### src/rtl/branch_unit_pkg.sv
// Shared encodings for the branch unit: branch_op values, ARM condition codes, NZCV bit positions.
// Helpers classify branch_op. Nothing in this file is clocked.
package branch_unit_pkg;

  localparam logic [2:0] BR_NONE = 3'b000;
  localparam logic [2:0] BR_B    = 3'b001;
  localparam logic [2:0] BR_COND = 3'b010;
  localparam logic [2:0] BR_CBZ  = 3'b011;
  localparam logic [2:0] BR_CBNZ = 3'b100;

  localparam logic [3:0] COND_EQ = 4'h0;
  localparam logic [3:0] COND_NE = 4'h1;
  localparam logic [3:0] COND_HS = 4'h2;
  localparam logic [3:0] COND_LO = 4'h3;
  localparam logic [3:0] COND_MI = 4'h4;
  localparam logic [3:0] COND_PL = 4'h5;
  localparam logic [3:0] COND_VS = 4'h6;
  localparam logic [3:0] COND_VC = 4'h7;
  localparam logic [3:0] COND_HI = 4'h8;
  localparam logic [3:0] COND_LS = 4'h9;
  localparam logic [3:0] COND_GE = 4'hA;
  localparam logic [3:0] COND_LT = 4'hB;
  localparam logic [3:0] COND_GT = 4'hC;
  localparam logic [3:0] COND_LE = 4'hD;
  localparam logic [3:0] COND_AL = 4'hE;
  localparam logic [3:0] COND_NV = 4'hF;

  localparam int FLAG_N = 3;
  localparam int FLAG_Z = 2;
  localparam int FLAG_C = 1;
  localparam int FLAG_V = 0;

  typedef struct packed {
    logic n;
    logic z;
    logic c;
    logic v;
  } nzcv_t;

  function automatic logic is_legal_op(input logic [2:0] op);
    return (op <= BR_CBNZ);
  endfunction

endpackage

### src/rtl/branch_unit_cond_eval.sv
// Combinational ARM condition-code evaluator: zero latency, no flow control.
// AL and NV both evaluate true.
module cond_eval
  import branch_unit_pkg::*;
(
  input  logic [3:0] flags,
  input  logic [3:0] cond,
  output logic       true
);

  logic w_n;
  logic w_z;
  logic w_c;
  logic w_v;
  logic w_hi;
  logic w_ge;
  logic w_gt;

  assign w_n  = flags[FLAG_N];
  assign w_z  = flags[FLAG_Z];
  assign w_c  = flags[FLAG_C];
  assign w_v  = flags[FLAG_V];
  assign w_hi = w_c & ~w_z;
  assign w_ge = (w_n == w_v);
  assign w_gt = ~w_z & w_ge;

  always_comb begin
    true = 1'b0;
    case (cond)
      COND_EQ: true = w_z;
      COND_NE: true = ~w_z;
      COND_HS: true = w_c;
      COND_LO: true = ~w_c;
      COND_MI: true = w_n;
      COND_PL: true = ~w_n;
      COND_VS: true = w_v;
      COND_VC: true = ~w_v;
      COND_HI: true = w_hi;
      COND_LS: true = ~w_hi;
      COND_GE: true = w_ge;
      COND_LT: true = ~w_ge;
      COND_GT: true = w_gt;
      COND_LE: true = ~w_gt;
      COND_AL: true = 1'b1;
      COND_NV: true = 1'b1;
      default: true = 1'b0;
    endcase
  end

endmodule

### src/rtl/branch_unit.sv
// Next-PC and NZCV unit for the non-pipelined LEGv8 core; one edge from retire to new PC/flags/taken.
// No backpressure: state moves only on cycles where advance is high, otherwise everything holds.
module branch_unit
  import branch_unit_pkg::*;
#(
  parameter int                    ADDR_WIDTH = 64,
  parameter logic [ADDR_WIDTH-1:0] RESET_PC   = '0,
  parameter int                    CNT_WIDTH  = 32
) (
  input  logic                  clk,
  input  logic                  rst_n,
  input  logic                  advance,
  input  logic [2:0]            branch_op,
  input  logic                  update_sreg,
  input  logic                  alu_n,
  input  logic                  alu_z,
  input  logic                  alu_c,
  input  logic                  alu_v,
  input  logic [3:0]            cond,
  input  logic [ADDR_WIDTH-1:0] offset,
  output logic [ADDR_WIDTH-1:0] pc,
  output logic [3:0]            flags,
  output logic                  taken,
  output logic [CNT_WIDTH-1:0]  branch_count,
  output logic                  bad_op
);

  logic [ADDR_WIDTH-1:0] r_pc;
  nzcv_t                 r_flags;
  logic                  r_taken;
  logic [CNT_WIDTH-1:0]  r_count;
  logic                  r_bad;

  logic [ADDR_WIDTH-1:0] w_target;
  logic [ADDR_WIDTH-1:0] w_fall;
  logic                  w_cond_true;
  logic                  w_taken;
  logic                  w_illegal;
  nzcv_t                 w_alu_flags;

  // Both adders wrap modulo 2^ADDR_WIDTH on purpose.
  assign w_target    = r_pc + (offset << 2);
  assign w_fall      = r_pc + ADDR_WIDTH'(4);
  assign w_illegal   = ~is_legal_op(branch_op);
  assign w_alu_flags = '{n: alu_n, z: alu_z, c: alu_c, v: alu_v};

  // B.cond looks at the registered flags, so a same-cycle update cannot steer it.
  cond_eval u_cond_eval (
    .flags (r_flags),
    .cond  (cond),
    .true  (w_cond_true)
  );

  always_comb begin
    w_taken = 1'b0;
    case (branch_op)
      BR_B:    w_taken = 1'b1;
      BR_COND: w_taken = w_cond_true;
      BR_CBZ:  w_taken = alu_z;
      BR_CBNZ: w_taken = ~alu_z;
      default: w_taken = 1'b0;
    endcase
  end

  always_ff @(posedge clk or negedge rst_n) begin
    if (!rst_n) begin
      r_pc    <= RESET_PC;
      r_flags <= '0;
      r_taken <= 1'b0;
      r_count <= '0;
      r_bad   <= 1'b0;
    end else if (advance) begin
      r_pc    <= w_taken ? w_target : w_fall;
      r_taken <= w_taken;
      if (update_sreg) begin
        r_flags <= w_alu_flags;
      end
      if (w_taken && !(&r_count)) begin
        r_count <= r_count + CNT_WIDTH'(1);
      end
      if (w_illegal) begin
        r_bad <= 1'b1;
      end
    end else begin
      r_taken <= 1'b0;
    end
  end

  assign pc           = r_pc;
  assign flags        = r_flags;
  assign taken        = r_taken;
  assign branch_count = r_count;
  assign bad_op       = r_bad;

endmodule

### config.mk
export PLATFORM = sky130hd
export DESIGN_NAME = branch_unit
export DESIGN_NICKNAME = d
export VERILOG_FILES = /design/src/rtl/branch_unit_pkg.sv /design/src/rtl/branch_unit_cond_eval.sv /design/src/rtl/branch_unit.sv
export SDC_FILE = /design/constraint.sdc
export NUM_CORES = 1
export LEC_CHECK = 0
export CORE_MARGIN = 3
export CORE_UTILIZATION = 38
export DETAILED_ROUTE_END_ITERATION = 8
export GPL_TIMING_DRIVEN = 0
export PLACE_DENSITY_LB_ADDON = 0.12
export REMOVE_ABC_BUFFERS = 1
export SLEW_MARGIN = 20
export SYNTH_ARGS = -nofsm -noshare
export SYNTH_HDL_FRONTEND = slang
export SYNTH_SLANG_ARGS = --single-unit
### constraint.sdc
create_clock -name clk -period 13.8 [get_ports clk]
set_input_delay 2.76 -clock clk [delete_from_list [all_inputs] [get_ports clk]]
set_output_delay 2.76 -clock clk [all_outputs]
set_load 0.01 [all_outputs]
==> results of run 1 <==
==> cells in the final DEF, fill, tap and decap left out, types with 8 or more instances in the layout <==
cell type        netlist  layout
nor3_1                15      15
nand3_1               35      35
clkbuf_16              0       9
a211o_1                9       9
o211ai_1               8       8
xnor2_1               48      48
and3_1                12      12
and2_1                60      60
nand2_1               88      88
o21bai_1              14      14
clkdlybuf4s50_1        0     174
nand2b_1               8       8
mux2_2                46      46
ha_1                  62      62
o21ai_1                9       9
a31oi_1               10      10
a21oi_1               73      73
nand4_1               27      27
a21o_1                36      36
inv_1                 22      22
nor2_1                42      42
o31ai_1                9       8
o21ai_0               37      37
dfrtp_1              100     100
xor2_1                34      34
==> sequential cells by signal, summed over array words and instances (netlist names) <==
register / count
pc: 62
flags: 4
branch_count: 32
taken: 1
bad_op: 1
==> area by class of cell <==
class,instances,area share [%]
Multi-Input combinational cell,776,52.1
Sequential cell,100,23.5
Timing Repair Buffer,181,17.3
Tap cell,275,3.23
Clock buffer,9,2.12
Clock inverter,7,0.858
Inverter,24,0.858
==> metrics by stage <==
step | std cells | setup slack, ns
after global placement | 1351 | 0.488
after detailed placement | 1356 | 5.37
final | 1372 | 5.93
after CTS | 1372 | 5.72
after global routing | 1372 | 5.67
after floorplan | 900 | 5.17
==> routing by layer <==
layer / part of all wire, % / global-route usage, %
met2: 45 / 31.3
met4: 1.4 / 4.42
met3: 6.0 / 4.53
met5: 0 / 0
met1: 47 / 26.6
==> power by group through the flow <==
stage	clock network [W]	logic, W	registers [W]
finish	0.000270	0.00111	0.000490
CTS	0.000282	0.00111	0.000491
global route	0.000293	0.00122	0.000507
detailed placement	0	0.00110	0.000496
global placement	0	0.00109	0.000494
floorplan	0	0.000661	0.000524
==> worst max-delay path: stages <==
cell	delay, ns
clkdlybuf4s50_1	0.58
mux4_2	0.55
xnor2_1	0.17
o31a_1	0.22
o31ai_4	0.16
buf_8	0.20
buf_6	0.16
nand2b_1	0.08
ha_1	0.18
inv_1	0.06
fa_1	0.41
nor2b_1	0.13
o21ai_1	0.10
a21oi_2	0.22
o21ai_0	0.21
a2111oi_2	0.76
o21ai_0	0.20
o211ai_1	0.31
a211oi_1	0.20
xnor2_1	0.17
mux2_2	0.27
==> path summary, 6_finish.rpt <==
kind	startpoint	endpoint	slack (ns)	cells after the start
min reg2reg	bad_op	bad_op	0.47	1
max in group asynchronous	rst_n	branch_count[19]	10.81	2
min in group asynchronous	rst_n	bad_op	2.30	1
max reg2reg	flags[0]	pc[56]	8.47	20
max	cond[1]	pc[56]	5.93	21
min	bad_op	bad_op	0.47	1
==> kinds of logic after synthesis <==
family          share of synthesized area, %
other cells                           0.0449
buf+inv                                 3.88
mux                                     6.83
fa+ha+maj                               9.53
compound gates                          20.7
flops                                   30.0
simple gates                            20.5
xor+xnor                                8.60
==> synthesized netlist by cell type (35+ instances only) <==
library cell and count:
a21o_1 36, a21oi_1 73, and2_1 60, clkbuf_1 37, dfrtp_1 100, ha_1 62, mux2_2 46, nand2_1 88
nand3_1 35, nor2_1 42, o21ai_0 37, xnor2_1 48
==> report_table.html, run 1 <==
<table>
<tr><th>Metric</th><th>Value</th></tr>
<tr><th colspan="2">Logic synthesis</th></tr>
<tr><td>Flip-flop cell with the highest count after synthesis</td><td>dfrtp_1</td></tr>
<tr><td>Post-synth EDFFs</td><td>0</td></tr>
<tr><td>Area leader, netlist</td><td>dfrtp_1</td></tr>
<tr><td>Area share of the largest cell type after synthesis</td><td>30.0%</td></tr>
<tr><td>Share of synthesized flip-flops with an asynchronous set or reset</td><td>100%</td></tr>
<tr><td>Synthesized flop and latch total</td><td>100</td></tr>
<tr><td>Sequential cell area fraction in the yosys report</td><td>30.0%</td></tr>
<tr><td>Synth Instances</td><td>952</td></tr>
<tr><td>Top post-synthesis cells by area</td><td>dfrtp_1 (30%), ha_1 (9.3%), mux2_2 (6.2%), xnor2_1 (5.0%), and2_1 (4.5%)</td></tr>
<tr><td>Ys Warns</td><td>0</td></tr>
<tr><td>Syn avg cell area</td><td>8.77 µm²</td></tr>
<tr><td>Syn Std Cell Area</td><td>8350 µm²</td></tr>
<tr><td>Number of library cell types mapped by synthesis</td><td>87</td></tr>
<tr><th colspan="2">Status</th></tr>
<tr><td>Result of the run</td><td>completed</td></tr>
<tr><th colspan="2">Layout</th></tr>
<tr><td>Area taken by flip-flops and latches</td><td>2500 µm²</td></tr>
<tr><td>Final-layout fill cell count</td><td>2082</td></tr>
<tr><td>Area Overhead vs Synth</td><td>27.5%</td></tr>
<tr><td>Ratio of cells with drive above 1 in the final layout</td><td>9.12%</td></tr>
<tr><td>Final core utilization</td><td>50.0%</td></tr>
<tr><td>Ant. Diodes</td><td>0</td></tr>
<tr><td>Area of all placed cells without fillers</td><td>10600 µm²</td></tr>
<tr><td>Multi-input logic area</td><td>5540 µm²</td></tr>
<tr><td>Total number of nets in the final design</td><td>1234</td></tr>
<tr><th colspan="2">GRT</th></tr>
<tr><td>Global-route wire length before repair</td><td>38600 µm</td></tr>
<tr><td>Number of global-route vias before repair</td><td>7638</td></tr>
<tr><td>Gr usage total</td><td>19.4%</td></tr>
<tr><td>Aggregate global routing overflow</td><td>0</td></tr>
<tr><td>Pin count of the biggest net entering global routing</td><td>68</td></tr>
<tr><td>Antenna violations before repair</td><td>0</td></tr>
<tr><th colspan="2">Timing</th></tr>
<tr><td>RSZ-0062 raised after global routing</td><td>no</td></tr>
<tr><td>Maximum frequency from static timing analysis</td><td>127 MHz</td></tr>
<tr><td>Final hold violation count</td><td>0</td></tr>
<tr><td>Slew at the pin with the worst max-slew slack</td><td>0.885 ns</td></tr>
<tr><td>Total negative setup slack</td><td>0 ns</td></tr>
<tr><td>Hold_ws</td><td>0.468 ns</td></tr>
<tr><td>Post-Route Skew</td><td>0.0164 ns</td></tr>
<tr><td>Setup violators final</td><td>0</td></tr>
<tr><td>Final Max Slew Viols</td><td>0</td></tr>
<tr><td>Worst max-slew margin expressed relative to the limit</td><td>40.5%</td></tr>
<tr><td>Fin crit period</td><td>7.87 ns</td></tr>
<tr><td>Final worst-path cycle share</td><td>57.0%</td></tr>
<tr><th colspan="2">Power</th></tr>
<tr><td>Sequential Power Share</td><td>26.3%</td></tr>
<tr><td>Switching part of the total power</td><td>42.9%</td></tr>
<tr><td>Post-route total power</td><td>0.00187 W</td></tr>
<tr><td>Power share of the combinational group</td><td>59.3%</td></tr>
<tr><td>Switching pwr</td><td>0.000801 W</td></tr>
<tr><td>Power density over the cells</td><td>175 nW/µm²</td></tr>
<tr><td>Internal power consumption</td><td>0.00107 W</td></tr>
<tr><td>Worst VDD drop</td><td>0.0875 mV</td></tr>
<tr><td>Leakage</td><td>4.66 nW</td></tr>
<tr><td>Share of total power in the clock network</td><td>14.5%</td></tr>
<tr><th colspan="2">Clocking</th></tr>
<tr><td>Clock buffer depth</td><td>2</td></tr>
<tr><td>H-tree lvl count</td><td>3</td></tr>
<tr><td>Clock-pin slew of the registers on the worst-case setup and hold paths</td><td>0.08 ns</td></tr>
<tr><td>Quantity of hold-fixing buffers added after cts</td><td>0</td></tr>
<tr><td>Clock Latency Late Sink</td><td>0.36 ns</td></tr>
<tr><td>Buffer cell driving the clock tree root</td><td>clkbuf_16</td></tr>
<tr><td>Clock tree from TritonCTS</td><td>yes</td></tr>
<tr><td>Total setup buffers inserted after CTS</td><td>0</td></tr>
<tr><td>Count of instances resized after the clock tree is built</td><td>0</td></tr>
<tr><td>CTS buffer count</td><td>9</td></tr>
<tr><td>TritonCTS sink count</td><td>100</td></tr>
<tr><th colspan="2">Setup path</th></tr>
<tr><td>Critical Path AT</td><td>8.11 ns</td></tr>
<tr><td>Required time at the endpoint of the critical path</td><td>14.04 ns</td></tr>
<tr><td>Worst setup path class</td><td>primary input to flop</td></tr>
<tr><td>Kind of end point of the critical path</td><td>flop</td></tr>
<tr><td>Biggest fanout along the worst timing path</td><td>25</td></tr>
<tr><td>Category of the worst setup path launch point</td><td>primary input</td></tr>
<tr><th colspan="2">Placed design</th></tr>
<tr><td>Weighted congestion reported at the end of routability-driven placement</td><td>0.849</td></tr>
<tr><td>Final HPWL DP</td><td>17800 µm</td></tr>
<tr><td>Area of placed instances</td><td>10300 µm²</td></tr>
<tr><td>Number of input and output port buffers inserted</td><td>176</td></tr>
<tr><th colspan="2">Min path</th></tr>
<tr><td>Hold crit path type</td><td>flop to flop</td></tr>
<tr><th colspan="2">Die</th></tr>
<tr><td>Placeable core region</td><td>21300 µm²</td></tr>
<tr><td>Row Count</td><td>53</td></tr>
<tr><td>Die W</td><td>154 µm</td></tr>
<tr><td>Count of boundary I/O pins</td><td>181</td></tr>
<tr><td>Die outline height</td><td>154 µm</td></tr>
<tr><td>Total Die Area</td><td>23800 µm²</td></tr>
<tr><td>Initial Utilization</td><td>39.2%</td></tr>
<tr><th colspan="2">Route</th></tr>
<tr><td>Number of detailed-route iterations in the first pass</td><td>4</td></tr>
<tr><td>Mean routed wirelength per cell</td><td>17.0 µm</td></tr>
<tr><td>Number of violations reported at the end of detailed-routing iteration 0</td><td>275</td></tr>
<tr><td>Ratio of routed vias to standard cells</td><td>5.42</td></tr>
<tr><td>Routed vias</td><td>7433</td></tr>
<tr><td>Residual DRC</td><td>0</td></tr>
<tr><td>Total Routed Length</td><td>23300 µm</td></tr>
<tr><td>Antenna Violating Nets Remaining</td><td>0</td></tr>
<tr><th colspan="2">Job</th></tr>
<tr><td>Number of max-cap violations</td><td>0</td></tr>
</table>
No activity file was read; power rests on OpenSTA's default activity.
==> run 2, diff against run 1 <==
Clock period 13.8 ns to 6.6 ns, I/O delays scaled along.
==> run 2 against run 1 <==
  * Register-to-register slack worse by 7.0 ns
  * Total power up 110%
  * Final cell count unchanged
==> report_table.html, run 2 (synthesis gave the netlist of run 1 again) <==
<table>
<tr><th>Metric</th><th>Value</th></tr>
<tr><th colspan="2">Placed design</th></tr>
<tr><td>Inst Count DP</td><td>1356 (unchanged)</td></tr>
<tr><td>Weighted congestion reported at the end of routability-driven placement</td><td>0.849 (unchanged)</td></tr>
<tr><td>Number of input and output port buffers inserted</td><td>176 (unchanged)</td></tr>
<tr><td>Final HPWL DP</td><td>17800 µm (unchanged)</td></tr>
<tr><td>Area of placed instances</td><td>10300 µm² (unchanged)</td></tr>
<tr><th colspan="2">Die</th></tr>
<tr><td>Placeable core region</td><td>21300 µm² (unchanged)</td></tr>
<tr><td>Die W</td><td>154 µm (unchanged)</td></tr>
<tr><td>Initial Utilization</td><td>39.2% (unchanged)</td></tr>
<tr><td>Die outline height</td><td>154 µm (unchanged)</td></tr>
<tr><td>Total Die Area</td><td>23800 µm² (unchanged)</td></tr>
<tr><td>Row Count</td><td>53 (unchanged)</td></tr>
<tr><td>Count of boundary I/O pins</td><td>181 (unchanged)</td></tr>
<tr><th colspan="2">Route</th></tr>
<tr><td>Residual DRC</td><td>0 (unchanged)</td></tr>
<tr><td>Number of detailed-route iterations in the first pass</td><td>4 (unchanged)</td></tr>
<tr><td>Number of violations reported at the end of detailed-routing iteration 0</td><td>296 (+7.6%)</td></tr>
<tr><td>Ratio of routed vias to standard cells</td><td>5.44 (+0.46%)</td></tr>
<tr><td>Routed vias</td><td>7467 (+0.46%)</td></tr>
<tr><td>Mean routed wirelength per cell</td><td>17.1 µm (+0.30%)</td></tr>
<tr><td>Antenna Violating Nets Remaining</td><td>0 (unchanged)</td></tr>
<tr><td>Total Routed Length</td><td>23400 µm (+0.30%)</td></tr>
<tr><th colspan="2">Status</th></tr>
<tr><td>Result of the run</td><td>completed</td></tr>
<tr><th colspan="2">Clocking</th></tr>
<tr><td>Clock tree from TritonCTS</td><td>yes</td></tr>
<tr><td>H-tree lvl count</td><td>3 (unchanged)</td></tr>
<tr><td>Clock Latency Late Sink</td><td>0.36 ns (about the same)</td></tr>
<tr><td>Clock-pin slew of the registers on the worst-case setup and hold paths</td><td>0.08 ns (about the same)</td></tr>
<tr><td>CTS buffer count</td><td>9 (unchanged)</td></tr>
<tr><td>Clock buffer depth</td><td>2 (unchanged)</td></tr>
<tr><td>Buffer cell driving the clock tree root</td><td>clkbuf_16</td></tr>
<tr><td>TritonCTS sink count</td><td>100 (unchanged)</td></tr>
<tr><th colspan="2">Layout</th></tr>
<tr><td>Max FFs per register</td><td>62 (unchanged)</td></tr>
<tr><td>Commonest non-fill, non-tap cell in the layout</td><td>clkdlybuf4s50_1</td></tr>
<tr><td>Area Overhead vs Synth</td><td>28.0%</td></tr>
<tr><td>Most used cells in the layout excluding fill and tap cells</td><td>clkdlybuf4s50_1 (174), dfrtp_1 (100), nand2_1 (88)</td></tr>
<tr><td>Final-layout fill cell count</td><td>2076 (-0.29%)</td></tr>
<tr><td>Total number of nets in the final design</td><td>1234 (unchanged)</td></tr>
<tr><td>Ratio of cells with drive above 1 in the final layout</td><td>9.21% (+0.091 points)</td></tr>
<tr><td>Filler-free cell count of the finished design</td><td>1372 (unchanged)</td></tr>
<tr><td>Multi-input logic area</td><td>5590 µm² (+0.77%)</td></tr>
<tr><td>Area of all placed cells without fillers</td><td>10700 µm² (+0.40%)</td></tr>
<tr><td>Area taken by flip-flops and latches</td><td>2500 µm² (unchanged)</td></tr>
<tr><td>Ant. Diodes</td><td>0 (unchanged)</td></tr>
<tr><th colspan="2">Job</th></tr>
<tr><td>Number of max-cap violations</td><td>0 (unchanged)</td></tr>
<tr><th colspan="2">Setup path</th></tr>
<tr><td>Biggest fanout along the worst timing path</td><td>25 (unchanged)</td></tr>
<tr><td>Critical Path AT</td><td>6.48 ns (-1.63 ns)</td></tr>
<tr><td>Worst setup path class</td><td>primary input to flop</td></tr>
<tr><td>Slack of the worst reg-to-reg path</td><td>1.45 ns (-7.02 ns)</td></tr>
<tr><td>Beginning of the worst register-to-register path</td><td>flags[0]</td></tr>
<tr><td>Category of the worst setup path launch point</td><td>primary input</td></tr>
<tr><td>Required time at the endpoint of the critical path</td><td>6.84 ns (-7.20 ns)</td></tr>
<tr><td>Kind of end point of the critical path</td><td>flop</td></tr>
<tr><td>Worst reg2reg path depth</td><td>20 (unchanged)</td></tr>
<tr><td>Endpoint of the most critical register-to-register path</td><td>pc[56]</td></tr>
<tr><th colspan="2">Timing</th></tr>
<tr><td>Maximum frequency from static timing analysis</td><td>160 MHz</td></tr>
<tr><td>Fin crit period</td><td>6.24 ns</td></tr>
<tr><td>Final Max Slew Viols</td><td>0 (unchanged)</td></tr>
<tr><td>Setup violators final</td><td>0 (unchanged)</td></tr>
<tr><td>Slew at the pin with the worst max-slew slack</td><td>0.885 ns (unchanged)</td></tr>
<tr><td>Worst max-slew margin expressed relative to the limit</td><td>40.5% (unchanged)</td></tr>
<tr><td>RSZ-0062 raised after global routing</td><td>no</td></tr>
<tr><td>Post-Route Skew</td><td>0.0163 ns (-0.000128 ns)</td></tr>
<tr><td>Final hold violation count</td><td>0 (unchanged)</td></tr>
<tr><td>Final worst-path cycle share</td><td>94.6%</td></tr>
<tr><th colspan="2">GRT</th></tr>
<tr><td>Aggregate global routing overflow</td><td>0 (unchanged)</td></tr>
<tr><td>Pin count of the biggest net entering global routing</td><td>68 (unchanged)</td></tr>
<tr><td>Global-route wire length before repair</td><td>38600 µm (about the same)</td></tr>
<tr><td>Antenna violations before repair</td><td>0 (unchanged)</td></tr>
<tr><td>Number of global-route vias before repair</td><td>7640 (+0.026%)</td></tr>
<tr><td>Gr usage total</td><td>19.4% (about the same)</td></tr>
<tr><th colspan="2">Power</th></tr>
<tr><td>Leakage</td><td>4.70 nW (+0.86%)</td></tr>
<tr><td>Power density over the cells</td><td>366 nW/µm² (+110%)</td></tr>
<tr><td>Worst VDD drop</td><td>0.183 mV (+110%)</td></tr>
<tr><th colspan="2">Min path</th></tr>
<tr><td>Worst Min Path Start</td><td>bad_op</td></tr>
<tr><td>Hold crit path type</td><td>flop to flop</td></tr>
<tr><td>Endpoint of the worst hold path</td><td>bad_op</td></tr>
<tr><td>Hold-critical path depth</td><td>1 (unchanged)</td></tr>
</table>
==> run 2: cell types whose count changed in the layout (fill, tap and decap cells not counted) <==
cell / before / now
o22ai_1: 4 / 3
o41ai_2: 1 / 0
o22ai_2: 0 / 1
a2111oi_2: 2 / 0
a2111oi_4: 0 / 2
o41ai_4: 0 / 1
==> run 2: final cells by class <==
cell class | count | share of cell area (%)
clock buffers | 9 | 2.11
clock inverters | 7 | 0.855
inverters | 24 | 0.855
multi-input cells | 776 | 52.3
flip-flops and latches | 100 | 23.4
well taps | 275 | 3.22
repair buffers | 181 | 17.3
==> run 2: stage by stage <==
| stage | TNS, ns | hold WS, ns | power, W | setup slack (ns) | utilization [%] |
|---|---|---|---|---|---|
| after floorplan | -10.45 | 0.504 | 0.00248 | -0.589 | - |
| after global placement | -379.39 | 0.451 | 0.00332 | -5.27 | 48.0 |
| after detailed placement | -1.49 | 0.452 | 0.00335 | -0.385 | 48.5 |
| after CTS | 0 | 0.476 | 0.00394 | 0.274 | 50.0 |
| after global routing | 0 | 0.508 | 0.00424 | 0.0466 | 50.2 |
| final | 0 | 0.467 | 0.00391 | 0.355 | 50.2 |
==> run 2: critical path, cell delays in order <==
cell             delay (ns)
clkdlybuf4s50_1        0.58
mux4_2                 0.54
xnor2_1                0.17
o31a_1                 0.22
o31ai_4                0.16
buf_8                  0.20
buf_6                  0.16
nand2b_1               0.08
ha_1                   0.18
inv_1                  0.06
fa_1                   0.41
nor2b_1                0.13
o21ai_1                0.10
a21oi_2                0.22
o21ai_0                0.25
a2111oi_4              0.59
o21ai_0                0.17
o211ai_1               0.30
a211oi_1               0.20
xnor2_1                0.16
mux2_2                 0.26
==> run 2: how the worst max path moves through the flow <==
stage                 start  endpoint  cells after the start  slack (ns)
floorplan           cond[0]    pc[60]                     16       -0.59
global placement    cond[0]    pc[60]                     17       -5.27
detailed placement  cond[1]    pc[56]                     21       -0.39
CTS                 cond[1]    pc[56]                     21        0.27
global route        cond[1]    pc[54]                     21        0.05
finish              cond[1]    pc[56]                     21        0.36
==> run 2: power by group <==
part	leakage (nW)	switching (W)	total, W	internal, W
Sequential	1.24	0.000196	0.00102	0.000828
Clock	0.152	0.000293	0.000567	0.000273
Combinational	3.30	0.00119	0.00232	0.00113
Total	4.70	0.00168	0.00391	0.00223
==> run 2: what timing repair did <==
action,in CTS,in global routing
hold buffers,0,0
resized for setup,1,4
pin swaps,0,1
setup endpoints to repair,2,7
buffers inserted,0,0
==> run 2: routing by layer <==
layer  vias up  GRT usage (%)  part of all wire (%)
met5         -              0                     0
met4         0           4.42                   1.5
met3        24           4.53                   5.7
met2       185           31.3                    45
met1      3521           26.7                    47
li1       3737              -                     -
==> run 3, diff against run 2 <==
Settings changed: CTS_CLUSTER_DIAMETER from default to 60.
==> results of run 3 <==
Same layout as run 2: the final DEF is identical, and so are final timing and power.
